`config.mk`:
```
export PLATFORM = sky130hd
export DESIGN_NAME = cdb_arbiter_flat
export DESIGN_NICKNAME = d
export VERILOG_FILES = /design/src/rtl/cdb_arbiter_if.sv /design/src/rtl/cdb_arbiter.sv /design/src/flat_wrapper.sv
export SDC_FILE = /design/constraint.sdc
export NUM_CORES = 1
export LEC_CHECK = 0
export CAP_MARGIN = 20
export CELL_PAD_IN_SITES_DETAIL_PLACEMENT = 1
export CELL_PAD_IN_SITES_GLOBAL_PLACEMENT = 1
export CORE_MARGIN = 4
export CORE_UTILIZATION = 27
export CTS_BUF_LIST = sky130_fd_sc_hd__clkbuf_8
export DETAILED_ROUTE_END_ITERATION = 10
export PLACE_DENSITY = 0.94
export SLEW_MARGIN = 20
export SYNTH_ARGS = -nofsm -noshare
export SYNTH_HDL_FRONTEND = slang
export SYNTH_SLANG_ARGS = --single-unit
```
`constraint.sdc`:
```
create_clock -name clk_i -period 3.5 [get_ports clk_i]
set_input_delay 0.525 -clock clk_i [delete_from_list [all_inputs] [get_ports clk_i]]
set_output_delay 0.525 -clock clk_i [all_outputs]
set_load 0.005 [all_outputs]
```
`src/rtl/cdb_arbiter_if.sv`:
```
// Completion-request and CDB-broadcast bundle between the functional units,
// the arbiter and the CDB consumers.
interface cdb_arbiter_if #(
  parameter int DATA_W = 32,
  parameter int TAG_W  = 4
);
  logic [3:0]          req_valid_i;
  logic [3:0]          req_ready_o;
  logic [19:0]         req_rd_i;
  logic [4*DATA_W-1:0] req_data_i;
  logic [4*TAG_W-1:0]  req_tag_i;

  logic                cdb_en_o;
  logic [4:0]          cdb_reg_addr_o;
  logic [DATA_W-1:0]   cdb_data_o;
  logic [TAG_W-1:0]    cdb_tag_o;
  logic [1:0]          cdb_src_o;

  // Arbiter side.
  modport master (
    input  req_valid_i, req_rd_i, req_data_i, req_tag_i,
    output req_ready_o,
    output cdb_en_o, cdb_reg_addr_o, cdb_data_o, cdb_tag_o, cdb_src_o
  );

  // Functional-unit / consumer side.
  modport slave (
    output req_valid_i, req_rd_i, req_data_i, req_tag_i,
    input  req_ready_o,
    input  cdb_en_o, cdb_reg_addr_o, cdb_data_o, cdb_tag_o, cdb_src_o
  );
endinterface

```
`src/rtl/cdb_arbiter.sv`:
```
// Round-robin arbiter over four FU completion ports driving the registered
// common-data-bus broadcast (one result per cycle, one-cycle latency).
module cdb_arbiter #(
  parameter int DATA_W = 32,
  parameter int TAG_W  = 4
) (
  input  logic          clk_i,
  input  logic          reset_i,
  input  logic          flush_i,
  cdb_arbiter_if.master bus
);

  logic [1:0]        rr_ptr_q,   rr_ptr_d;
  logic              cdb_en_q,   cdb_en_d;
  logic [4:0]        cdb_rd_q,   cdb_rd_d;
  logic [DATA_W-1:0] cdb_data_q, cdb_data_d;
  logic [TAG_W-1:0]  cdb_tag_q,  cdb_tag_d;
  logic [1:0]        cdb_src_q,  cdb_src_d;

  logic              gnt_any;
  logic [1:0]        gnt_idx;
  logic [1:0]        cand;
  logic              accept;
  logic [4:0]        sel_rd;
  logic [DATA_W-1:0] sel_data;
  logic [TAG_W-1:0]  sel_tag;

  // First valid source at or after the round-robin pointer.
  always_comb begin
    gnt_any = 1'b0;
    gnt_idx = '0;
    cand    = '0;
    for (int unsigned k = 0; k < 4; k++) begin
      cand = rr_ptr_q + 2'(k);
      if (!gnt_any && bus.req_valid_i[cand]) begin
        gnt_any = 1'b1;
        gnt_idx = cand;
      end
    end
  end

  // Holding reset_i low keeps every FU stalled while reset is asserted.
  assign accept          = gnt_any & ~flush_i & reset_i;
  assign bus.req_ready_o = accept ? (4'b0001 << gnt_idx) : '0;

  always_comb begin
    sel_rd   = '0;
    sel_data = '0;
    sel_tag  = '0;
    for (int unsigned i = 0; i < 4; i++) begin
      if (gnt_idx == 2'(i)) begin
        sel_rd   = bus.req_rd_i[5*i +: 5];
        sel_data = bus.req_data_i[DATA_W*i +: DATA_W];
        sel_tag  = bus.req_tag_i[TAG_W*i +: TAG_W];
      end
    end
  end

  // Payload registers hold when idle; consumers qualify with cdb_en.
  always_comb begin
    rr_ptr_d   = rr_ptr_q;
    cdb_en_d   = 1'b0;
    cdb_rd_d   = cdb_rd_q;
    cdb_data_d = cdb_data_q;
    cdb_tag_d  = cdb_tag_q;
    cdb_src_d  = cdb_src_q;
    if (accept) begin
      rr_ptr_d   = gnt_idx + 2'd1;
      cdb_en_d   = 1'b1;
      cdb_rd_d   = sel_rd;
      cdb_data_d = sel_data;
      cdb_tag_d  = sel_tag;
      cdb_src_d  = gnt_idx;
    end
  end

  always_ff @(posedge clk_i or negedge reset_i) begin
    if (!reset_i) begin
      rr_ptr_q   <= '0;
      cdb_en_q   <= 1'b0;
      cdb_rd_q   <= '0;
      cdb_data_q <= '0;
      cdb_tag_q  <= '0;
      cdb_src_q  <= '0;
    end else begin
      rr_ptr_q   <= rr_ptr_d;
      cdb_en_q   <= cdb_en_d;
      cdb_rd_q   <= cdb_rd_d;
      cdb_data_q <= cdb_data_d;
      cdb_tag_q  <= cdb_tag_d;
      cdb_src_q  <= cdb_src_d;
    end
  end

  assign bus.cdb_en_o       = cdb_en_q;
  assign bus.cdb_reg_addr_o = cdb_rd_q;
  assign bus.cdb_data_o     = cdb_data_q;
  assign bus.cdb_tag_o      = cdb_tag_q;
  assign bus.cdb_src_o      = cdb_src_q;

endmodule

```
`src/flat_wrapper.sv`:
```
// flat-port wrapper written by rule: the top's interface ports become plain ports
module cdb_arbiter_flat 
#(
  parameter int DATA_W = 32,
  parameter int TAG_W  = 4
)
  (clk_i, reset_i, flush_i, bus_req_valid_i, bus_req_rd_i, bus_req_data_i, bus_req_tag_i, bus_req_ready_o, bus_cdb_en_o, bus_cdb_reg_addr_o, bus_cdb_data_o, bus_cdb_tag_o, bus_cdb_src_o);
  cdb_arbiter_if #(.DATA_W(DATA_W), .TAG_W(TAG_W)) bus_i ();
  input  logic clk_i;
  input  logic reset_i;
  input  logic flush_i;
  input wire logic [$bits(bus_i.req_valid_i)-1:0] bus_req_valid_i;
  input wire logic [$bits(bus_i.req_rd_i)-1:0] bus_req_rd_i;
  input wire logic [$bits(bus_i.req_data_i)-1:0] bus_req_data_i;
  input wire logic [$bits(bus_i.req_tag_i)-1:0] bus_req_tag_i;
  output wire logic [$bits(bus_i.req_ready_o)-1:0] bus_req_ready_o;
  output wire logic [$bits(bus_i.cdb_en_o)-1:0] bus_cdb_en_o;
  output wire logic [$bits(bus_i.cdb_reg_addr_o)-1:0] bus_cdb_reg_addr_o;
  output wire logic [$bits(bus_i.cdb_data_o)-1:0] bus_cdb_data_o;
  output wire logic [$bits(bus_i.cdb_tag_o)-1:0] bus_cdb_tag_o;
  output wire logic [$bits(bus_i.cdb_src_o)-1:0] bus_cdb_src_o;
  assign bus_i.req_valid_i = bus_req_valid_i;
  assign bus_i.req_rd_i = bus_req_rd_i;
  assign bus_i.req_data_i = bus_req_data_i;
  assign bus_i.req_tag_i = bus_req_tag_i;
  assign bus_req_ready_o = bus_i.req_ready_o;
  assign bus_cdb_en_o = bus_i.cdb_en_o;
  assign bus_cdb_reg_addr_o = bus_i.cdb_reg_addr_o;
  assign bus_cdb_data_o = bus_i.cdb_data_o;
  assign bus_cdb_tag_o = bus_i.cdb_tag_o;
  assign bus_cdb_src_o = bus_i.cdb_src_o;
  cdb_arbiter #(.DATA_W(DATA_W), .TAG_W(TAG_W)) u_core (.clk_i(clk_i), .reset_i(reset_i), .flush_i(flush_i), .bus(bus_i));
endmodule
```
==> impl_metrics.env, run 1 <==
export IMPL_dieArea_sq_um=14200
export IMPL_dr_pass1_iters=4
export IMPL_post_cts_setup_buffer_count=0
export IMPL_synth_nets=589
export IMPL_slowest_delay_ns=0.56
export IMPL_min_period_over_period_pct=91.7
export IMPL_setup_tns_ns=0
export IMPL_finalHoldViolations=0
export IMPL_vdd_drop_max_v=0.000234
export IMPL_synth_top_area_cell="dfrtp_1"
export IMPL_regArea_sq_um=1150
export IMPL_syn_avg_cell_area_sq_um=8.08
export IMPL_area_growth_pct=69.5
export IMPL_synth_cell_types=28
export IMPL_cts_max_level=2
export IMPL_grt_usage_pct=19.6
export IMPL_dpl_cell_area_sq_um=5600
export IMPL_num_antenna_cells=0
export IMPL_period_minus_slack_ns=3.21
export IMPL_remaining_drc_errors=0
export IMPL_cts_resized=0
export IMPL_io_buffers=218
export IMPL_die_w_microns=119
export IMPL_critical_path_class="in2out"
export IMPL_routedWlPerCell_microns=18.8
export IMPL_cap_violations=0
export IMPL_final_cell_area_sq_um=5670
export IMPL_p_leak_nw=2.19
export IMPL_fin_nets=778
export IMPL_gp_congestion=0.797
export IMPL_synth_seq_cells=46
export IMPL_finalSetupViolCount=0
export IMPL_synth_area_sq_um=3350
export IMPL_hpwl_mm=11.0
export IMPL_synth_cells=414
export IMPL_grt_max_degree=83
export IMPL_grt_first_pass_wirelength_mm=23.0
export IMPL_grt_pass1_vias=4512
export IMPL_grt_overflow=0
export IMPL_totalWireLength_mm=14.5
export IMPL_antenna_found_initial=0
export IMPL_die_y_microns=119
export IMPL_routed_via_density=5.27
export IMPL_holdWs_ns=0.354
export IMPL_cts_tree="built"
export IMPL_endpoint_kind="output pin"
export IMPL_fmax_ghz=0.312
export IMPL_root_buffer="clkbuf_8"
export IMPL_core_sq_um=12100
export IMPL_path_cells="clkdlybuf4s50_1 > nand2b_1 > and3_1 > nor3_1 > ha_2 > and3_1 > clkdlybuf4s50_1"
export IMPL_rsz0062_at_grt="false"
export IMPL_postRouteAntennaNets=0
export IMPL_clk_latency_ns=0.29
export IMPL_num_vias=4061
export IMPL_hold_path_class="in2async"
export IMPL_dr_first_iter_drc_count=162
export IMPL_tightest_slew_ns=0.843
export IMPL_slowest_stage="clkdlybuf4s50_1"
export IMPL_synth_top_area_share_pct=34.4
export IMPL_fillCellCount=1437
export IMPL_num_io_pins=219
export IMPL_drive_gt1_share_pct=4.15
export IMPL_crit_arrival_ns=2.68
export IMPL_power_total_w=0.00307
export IMPL_cp_max_fo=5
export IMPL_cp_start_kind="input port"
export IMPL_seq_area_frac_synth_pct=34.4
export IMPL_clock_tree_buffer_depth=2
export IMPL_cts_hold_buf=0
export IMPL_cts_buffers=5
export IMPL_slew_violations=0
export IMPL_yosys_warnings=0
export IMPL_cp_required_ns=2.97
export IMPL_rows=40
export IMPL_synth_area_leaders="dfrtp_1, a21oi_1, a221o_1"
export IMPL_start_util_pct=27.7
export IMPL_cts_sinks=46
export IMPL_clock_skew_ns=0.00374
export IMPL_path_clk_slew_ns=0.09
export IMPL_status="complete, no violations"
export IMPL_multiInputGateArea_sq_um=1820
export IMPL_cellPowerDensity_nw_per_um2=542
export IMPL_relSlewSlack_pct=43.8
-- report_power, final --
group | total (W) | internal, W | switching, W
Combinational | 0.00191 | 0.00102 | 0.000885
Sequential | 0.000860 | 0.000731 | 0.000129
Clock | 0.000308 | 0.000132 | 0.000175
-- state kept, by name, indices dropped and copies added (netlist names) --
signal	cells
u_core.bus.cdb_en_o	1
u_core.rr_ptr_q	2
u_core.bus.cdb_data_o	32
u_core.bus.cdb_src_o	2
u_core.bus.cdb_reg_addr_o	5
u_core.bus.cdb_tag_o	4
-- worst max-delay path: cells and delay by family --
family | cells | cell delay [ns]
buffers and inverters | 2 | 1.06
and+or+nand+nor | 4 | 0.83
adders and majority gates | 1 | 0.27
-- Yosys cell counts --
cell and count:
or3_1 2, nand3b_1 41, mux2_4 1, clkbuf_1 25
o31ai_1 1, a311o_1 1, nor3_1 2, buf_6 5
a21oi_1 83, inv_1 41, nand4b_1 1, nand2_8 1
and3_1 5, buf_2 16, nor2b_1 1, o32a_1 1
a31oi_1 41, nand2b_1 2, dfrtp_1 46, ha_1 4
o41ai_1 1, inv_6 1, nand2_1 44, nor4_1 1
o21ai_0 4, nor3b_1 1, a221o_1 41, or4_4 1
-- per-stage QoR --
step / worst slack (ns) / util, % / instances
after floorplan: 1.01 / - / 414
after global placement: 0.419 / 46.4 / 764
after detailed placement: 0.316 / 46.4 / 764
after CTS: 0.310 / 47.0 / 771
after global routing: 0.215 / 47.0 / 771
final: 0.291 / 47.0 / 771
-- final timing paths --
check / end / slack, ns / from / cells past startpoint
max: bus_req_ready_o[1] / 0.29 / bus_req_valid_i[1] / 7
min in group clk_i: u_core.bus.cdb_src_o[0] / 0.56 / u_core.bus.cdb_src_o[0] / 2
min: u_core.bus.cdb_data_o[15] / 0.35 / reset_i / 2
min reg2reg: u_core.bus.cdb_src_o[0] / 0.56 / u_core.bus.cdb_src_o[0] / 2
max reg2reg: u_core.bus.cdb_data_o[13] / 0.85 / u_core.rr_ptr_q[1] / 8
max in group asynchronous: u_core.bus.cdb_data_o[21] / 2.71 / reset_i / 2
-- placed cells by master, fill, tap and decap left out, drive strengths merged, types with 11 or more instances in the layout --
cell           count
buf               11
inv               44
a21oi             83
a221o             41
clkdlybuf4s50    217
nand2             45
nand3b            41
dfrtp             46
a31oi             41
-- area by class of cell --
| cell class | instances | area share [%] |
|---|---|---|
| clock inverters | 2 | 0.132 |
| well taps | 168 | 3.71 |
| inverters | 42 | 2.87 |
| repair buffers | 228 | 39.7 |
| flip-flops and latches | 46 | 20.3 |
| multi-input cells | 280 | 32.1 |
| clock buffers | 5 | 1.21 |
-- cells by family after synthesis --
group	share of synthesized area [%]
AO/OA/AOI/OAI	34.0
adder cells (fa/ha/maj)	1.50
buffers and inverters	11.7
multiplexers	0.448
flip-flops	34.4
AND/OR/NAND/NOR	17.9
-- metal layers --
layer	up-vias	GRT usage [%]	wire, microns
li1	1897	-	-
met2	169	36.1	7430
met5	-	0	0
met4	0	7.09	387
met1	1964	22.4	5720
met3	31	3.85	974
No activity file was read; power rests on OpenSTA's default activity.
==> inputs of run 2 (changes only) <==
Clock period 3.5 ns to 3.9 ns, I/O delays scaled along.
==> impl_metrics.env, run 2 (synthesis gave the netlist of run 1 again) <==
export IMPL_multiInputGateArea_sq_um=1820
export IMPL_post_cts_setup_buffer_count=0
export IMPL_postRouteAntennaNets=0
export IMPL_cts_max_level=2
export IMPL_swShare_pct=38.6
export IMPL_grt_first_pass_wirelength_mm=23.2
export IMPL_remaining_drc_errors=0
export IMPL_drive_gt1_share_pct=4.15
export IMPL_final_cell_mix="clkdlybuf4s50_1, a21oi_1, dfrtp_1"
export IMPL_p_leak_nw=2.19
export IMPL_num_vias=4077
export IMPL_regArea_sq_um=1150
export IMPL_gp_congestion=0.793
export IMPL_clock_tree_buffer_depth=2
export IMPL_root_buffer="clkbuf_8"
export IMPL_fmax_ghz=0.297
export IMPL_slew_violations=0
export IMPL_cp_startpoint="bus_req_valid_i[3]"
export IMPL_finalHoldViolations=0
export IMPL_die_y_microns=119
export IMPL_cellPowerDensity_nw_per_um2=491
export IMPL_cp_start_kind="input port"
export IMPL_cts_sinks=46
export IMPL_cp_required_ns=3.31
export IMPL_gr_usage_met2_pct=36.9
export IMPL_r2r_start="u_core.rr_ptr_q[1]"
export IMPL_use_met3_pct=3.94
export IMPL_period_minus_slack_ns=3.36
export IMPL_num_antenna_cells=0
export IMPL_min_period_over_period_pct=86.3
export IMPL_grt_overflow=0
export IMPL_largest_reg_flops=32
export IMPL_tightest_slew_ns=0.824
export IMPL_fillCellCount=1433
export IMPL_dr_first_iter_drc_count=205
export IMPL_combPwrFrac_pct=61.2
export IMPL_seq_power_share_pct=27.7
export IMPL_fin_nets=776
export IMPL_io_buffers=218
export IMPL_routedWlPerCell_microns=19.1
export IMPL_rows=40
export IMPL_grt_pass1_vias=4483
export IMPL_crit_arrival_ns=2.78
export IMPL_dieArea_sq_um=14200
export IMPL_hold_path_class="in2async"
export IMPL_switchingPower_w=0.00108
export IMPL_status="complete, no violations"
export IMPL_endpoint_kind="output pin"
export IMPL_gr_usage_met1_pct=22.6
export IMPL_vdd_drop_max_v=0.000241
export IMPL_final_cell_area_sq_um=5690
export IMPL_area_growth_pct=69.9
export IMPL_start_util_pct=27.7
export IMPL_antenna_found_initial=0
export IMPL_cts_resized=0
export IMPL_grt_usage_pct=19.8
export IMPL_cts_buffers=5
export IMPL_cp_max_fo=6
export IMPL_internal_power_w=0.00171
export IMPL_num_io_pins=219
export IMPL_core_sq_um=12100
export IMPL_layout_commonest_cell="clkdlybuf4s50_1"
export IMPL_hpwl_mm=10.7
export IMPL_busiest_layer="met2"
export IMPL_clk_latency_ns=0.30
export IMPL_path_clk_slew_ns=0.10
export IMPL_dpl_cell_area_sq_um=5590
export IMPL_setup_tns_ns=0
export IMPL_grt_max_degree=83
export IMPL_cap_violations=0
export IMPL_cts_tree="built"
export IMPL_die_w_microns=119
export IMPL_relSlewSlack_pct=45.1
export IMPL_critical_path_class="in2out"
export IMPL_routed_via_density=5.29
export IMPL_totalWireLength_mm=14.7
export IMPL_finalSetupViolCount=0
export IMPL_dr_pass1_iters=4
export IMPL_cts_hold_buf=0
export IMPL_clock_skew_ns=0.0135
export IMPL_p_clk_share_pct=11.1
export IMPL_rsz0062_at_grt="false"
==> run 2: metrics by stage <==
stage               hold slack, ns  total power, W  setup WS [ns]  utilization [%]  std cells
floorplan                    0.289         0.00168           1.29                -        414
global placement             0.511         0.00240          0.655             46.4        762
detailed placement           0.522         0.00249          0.421             46.4        762
CTS                          0.432         0.00281          0.577             47.1        770
global route                 0.462         0.00299          0.434             47.1        770
finish                       0.416         0.00279          0.536             47.1        770
==> run 2: final timing paths <==
check	slack, ns	cells after the start	endpoint
worst min-delay path	0.42	2	u_core.bus.cdb_reg_addr_o[4]
worst min register to register	0.55	2	u_core.bus.cdb_src_o[0]
worst max-delay path	0.54	7	bus_req_ready_o[3]
max in group asynchronous	3.04	2	u_core.bus.cdb_data_o[0]
min in group clk_i	0.55	2	u_core.bus.cdb_src_o[0]
worst max register to register	1.05	8	u_core.bus.cdb_data_o[12]
==> run 2: critical path, stage by stage <==
cell and delay, ns:
clkdlybuf4s50_1 0.59, nand4b_1 0.17, o21ai_0 0.16, nor3_1 0.32
ha_2 0.28, and3_1 0.15, clkdlybuf4s50_1 0.52
==> run 2: area by class of cell <==
type,instances,share of cell area (%)
Clock buffer,6,1.45
Multi-Input combinational cell,280,32.0
Clock inverter,2,0.154
Inverter,42,2.86
Sequential cell,46,20.2
Tap cell,168,3.70
Timing Repair Buffer,226,39.6
==> run 2: metal layers <==
layer	part of all wire [%]	wire length, microns
met4	1.9	274
met2	52	7680
met3	5.8	845
met5	0	0
met1	40	5890
==> run 2: power by group through the flow <==
| stage | Clock (W) | Combinational [W] | Sequential [W] |
|---|---|---|---|
| detailed placement | 0 | 0.00171 | 0.000781 |
| global placement | 0 | 0.00163 | 0.000766 |
| finish | 0.000309 | 0.00171 | 0.000773 |
| global route | 0.000340 | 0.00185 | 0.000798 |
| CTS | 0.000320 | 0.00172 | 0.000774 |
| floorplan | 0 | 0.000904 | 0.000776 |
==> inputs of run 3 (changes only) <==
Settings changed: CELL_PAD_IN_SITES_DETAIL_PLACEMENT 1 to 2, CELL_PAD_IN_SITES_GLOBAL_PLACEMENT 1 to 2, CORE_UTILIZATION 27 to 21, CTS_CLUSTER_DIAMETER from default to 50, CTS_CLUSTER_SIZE from default to 16, PLACE_DENSITY 0.94 to 0.95.
==> impl_metrics.env, run 3 (synthesis gave the netlist of run 1 again) <==
export IMPL_grt_overflow=0
export IMPL_clk_latency_ns=0.32
export IMPL_remaining_drc_errors=0
export IMPL_period_minus_slack_ns=3.55
export IMPL_totalWireLength_mm=16.9
export IMPL_cts_tree="built"
export IMPL_grt_max_degree=83
export IMPL_stdcell_count=813
export IMPL_status="complete, no violations"
export IMPL_root_buffer="clkbuf_8"
export IMPL_antenna_found_initial=1
export IMPL_cts_buffers=5
export IMPL_post_cts_setup_buffer_count=0
export IMPL_routed_via_density=5.04
export IMPL_rsz0062_at_grt="false"
export IMPL_cts_hold_buf=0
export IMPL_largest_reg_flops=32
export IMPL_setup_tns_ns=0
export IMPL_die_y_microns=134
export IMPL_final_cell_mix="clkdlybuf4s50_1, a21oi_1, dfrtp_1"
export IMPL_fin_nets=777
export IMPL_num_io_pins=219
export IMPL_relSlewSlack_pct=40.8
export IMPL_hpwl_mm=12.6
export IMPL_finalHoldViolations=0
export IMPL_area_growth_pct=71.6
export IMPL_grt_pass1_vias=4656
export IMPL_num_antenna_cells=0
export IMPL_post_route_util_pct=37.2
export IMPL_dp_cells=806
export IMPL_finalSetupViolCount=0
export IMPL_layout_commonest_cell="clkdlybuf4s50_1"
export IMPL_rows=45
export IMPL_vdd_drop_max_v=0.000216
export IMPL_cts_max_level=2
export IMPL_postRouteAntennaNets=0
export IMPL_tightest_slew_ns=0.888
export IMPL_drive_gt1_share_pct=3.99
export IMPL_dr_pass1_iters=5
export IMPL_path_clk_slew_ns=0.09
export IMPL_clock_tree_buffer_depth=2
export IMPL_cts_sinks=46
export IMPL_clock_skew_ns=0.00526
export IMPL_dieArea_sq_um=18000
export IMPL_cp_required_ns=3.31
export IMPL_cp_start_kind="input port"
export IMPL_start_util_pct=21.7
export IMPL_dr_first_iter_drc_count=146
export IMPL_cp_max_fo=5
export IMPL_cts_resized=0
export IMPL_min_period_over_period_pct=90.9
export IMPL_die_w_microns=134
export IMPL_crit_arrival_ns=2.96
export IMPL_hold_path_class="in2async"
export IMPL_grt_usage_pct=18.2
export IMPL_slew_violations=0
export IMPL_num_vias=4097
export IMPL_grt_first_pass_wirelength_mm=26.4
export IMPL_fmax_ghz=0.282
export IMPL_critical_path_class="in2out"
export IMPL_routedWlPerCell_microns=20.8
export IMPL_gp_congestion=0.792
export IMPL_cap_violations=0
export IMPL_r2r_setup_slack_ns=1.12
export IMPL_io_buffers=218
export IMPL_cellPowerDensity_nw_per_um2=493
export IMPL_core_sq_um=15400
export IMPL_p_leak_nw=2.19
export IMPL_endpoint_kind="output pin"
==> run 3: area by class of cell <==
type	count	area [sq um]
sequential	46	1150
timing repair buffer	227	2260
tap	211	264
inverter	42	163
multi-input combinational	280	1830
clock buffer	5	68.8
fill	1722	9690
clock inverter	2	7.51
==> run 3: through the flow <==
| step | setup slack, ns | total power (W) | hold slack (ns) | cell area, sq um |
|---|---|---|---|---|
| 4_1_cts | 0.373 | 0.00289 | 0.460 | 5740 |
| 5_1_grt | 0.209 | 0.00307 | 0.483 | 5740 |
| 6_report | 0.353 | 0.00283 | 0.436 | 5740 |
| 3_3_place_gp | 0.520 | 0.00246 | 0.520 | 5670 |
| 3_5_place_dp | 0.374 | 0.00257 | 0.526 | 5670 |
| 2_1_floorplan | 1.29 | 0.00168 | 0.289 | 3350 |
==> run 3: path summary, 6_finish.rpt <==
| path | start | end | cells past startpoint |
|---|---|---|---|
| min | reset_i | u_core.bus.cdb_reg_addr_o[4] | 2 |
| max reg2reg | u_core.rr_ptr_q[1] | u_core.bus.cdb_reg_addr_o[3] | 8 |
| min in group clk_i | u_core.bus.cdb_src_o[1] | u_core.bus.cdb_src_o[1] | 2 |
| max in group asynchronous | reset_i | u_core.bus.cdb_data_o[20] | 2 |
| min reg2reg | u_core.bus.cdb_src_o[1] | u_core.bus.cdb_src_o[1] | 2 |
| max | bus_req_valid_i[1] | bus_req_ready_o[1] | 7 |
==> run 3: metal layers <==
layer	part of all wire (%)	GRT usage, %	up-vias
met1	41	20.9	2030
met4	0.91	3.00	2
met3	6.8	5.66	15
li1	-	-	1898
met5	0.041	0	-
met2	51	33.6	152
==> run 3: report_power, final <==
part           switching (W)  internal, W  total [W]  leakage [nW]
clock network       0.000174     0.000119   0.000293        0.0466
logic               0.000844     0.000925    0.00177          1.62
registers           0.000115     0.000656   0.000771         0.524
==> run 3: critical path: stages <==
cell and delay, ns:
clkdlybuf4s50_1 0.58, nand2b_1 0.14, and3_1 0.21, nor3_1 0.47, ha_2 0.30, and3_1 0.17
clkdlybuf4s50_1 0.52
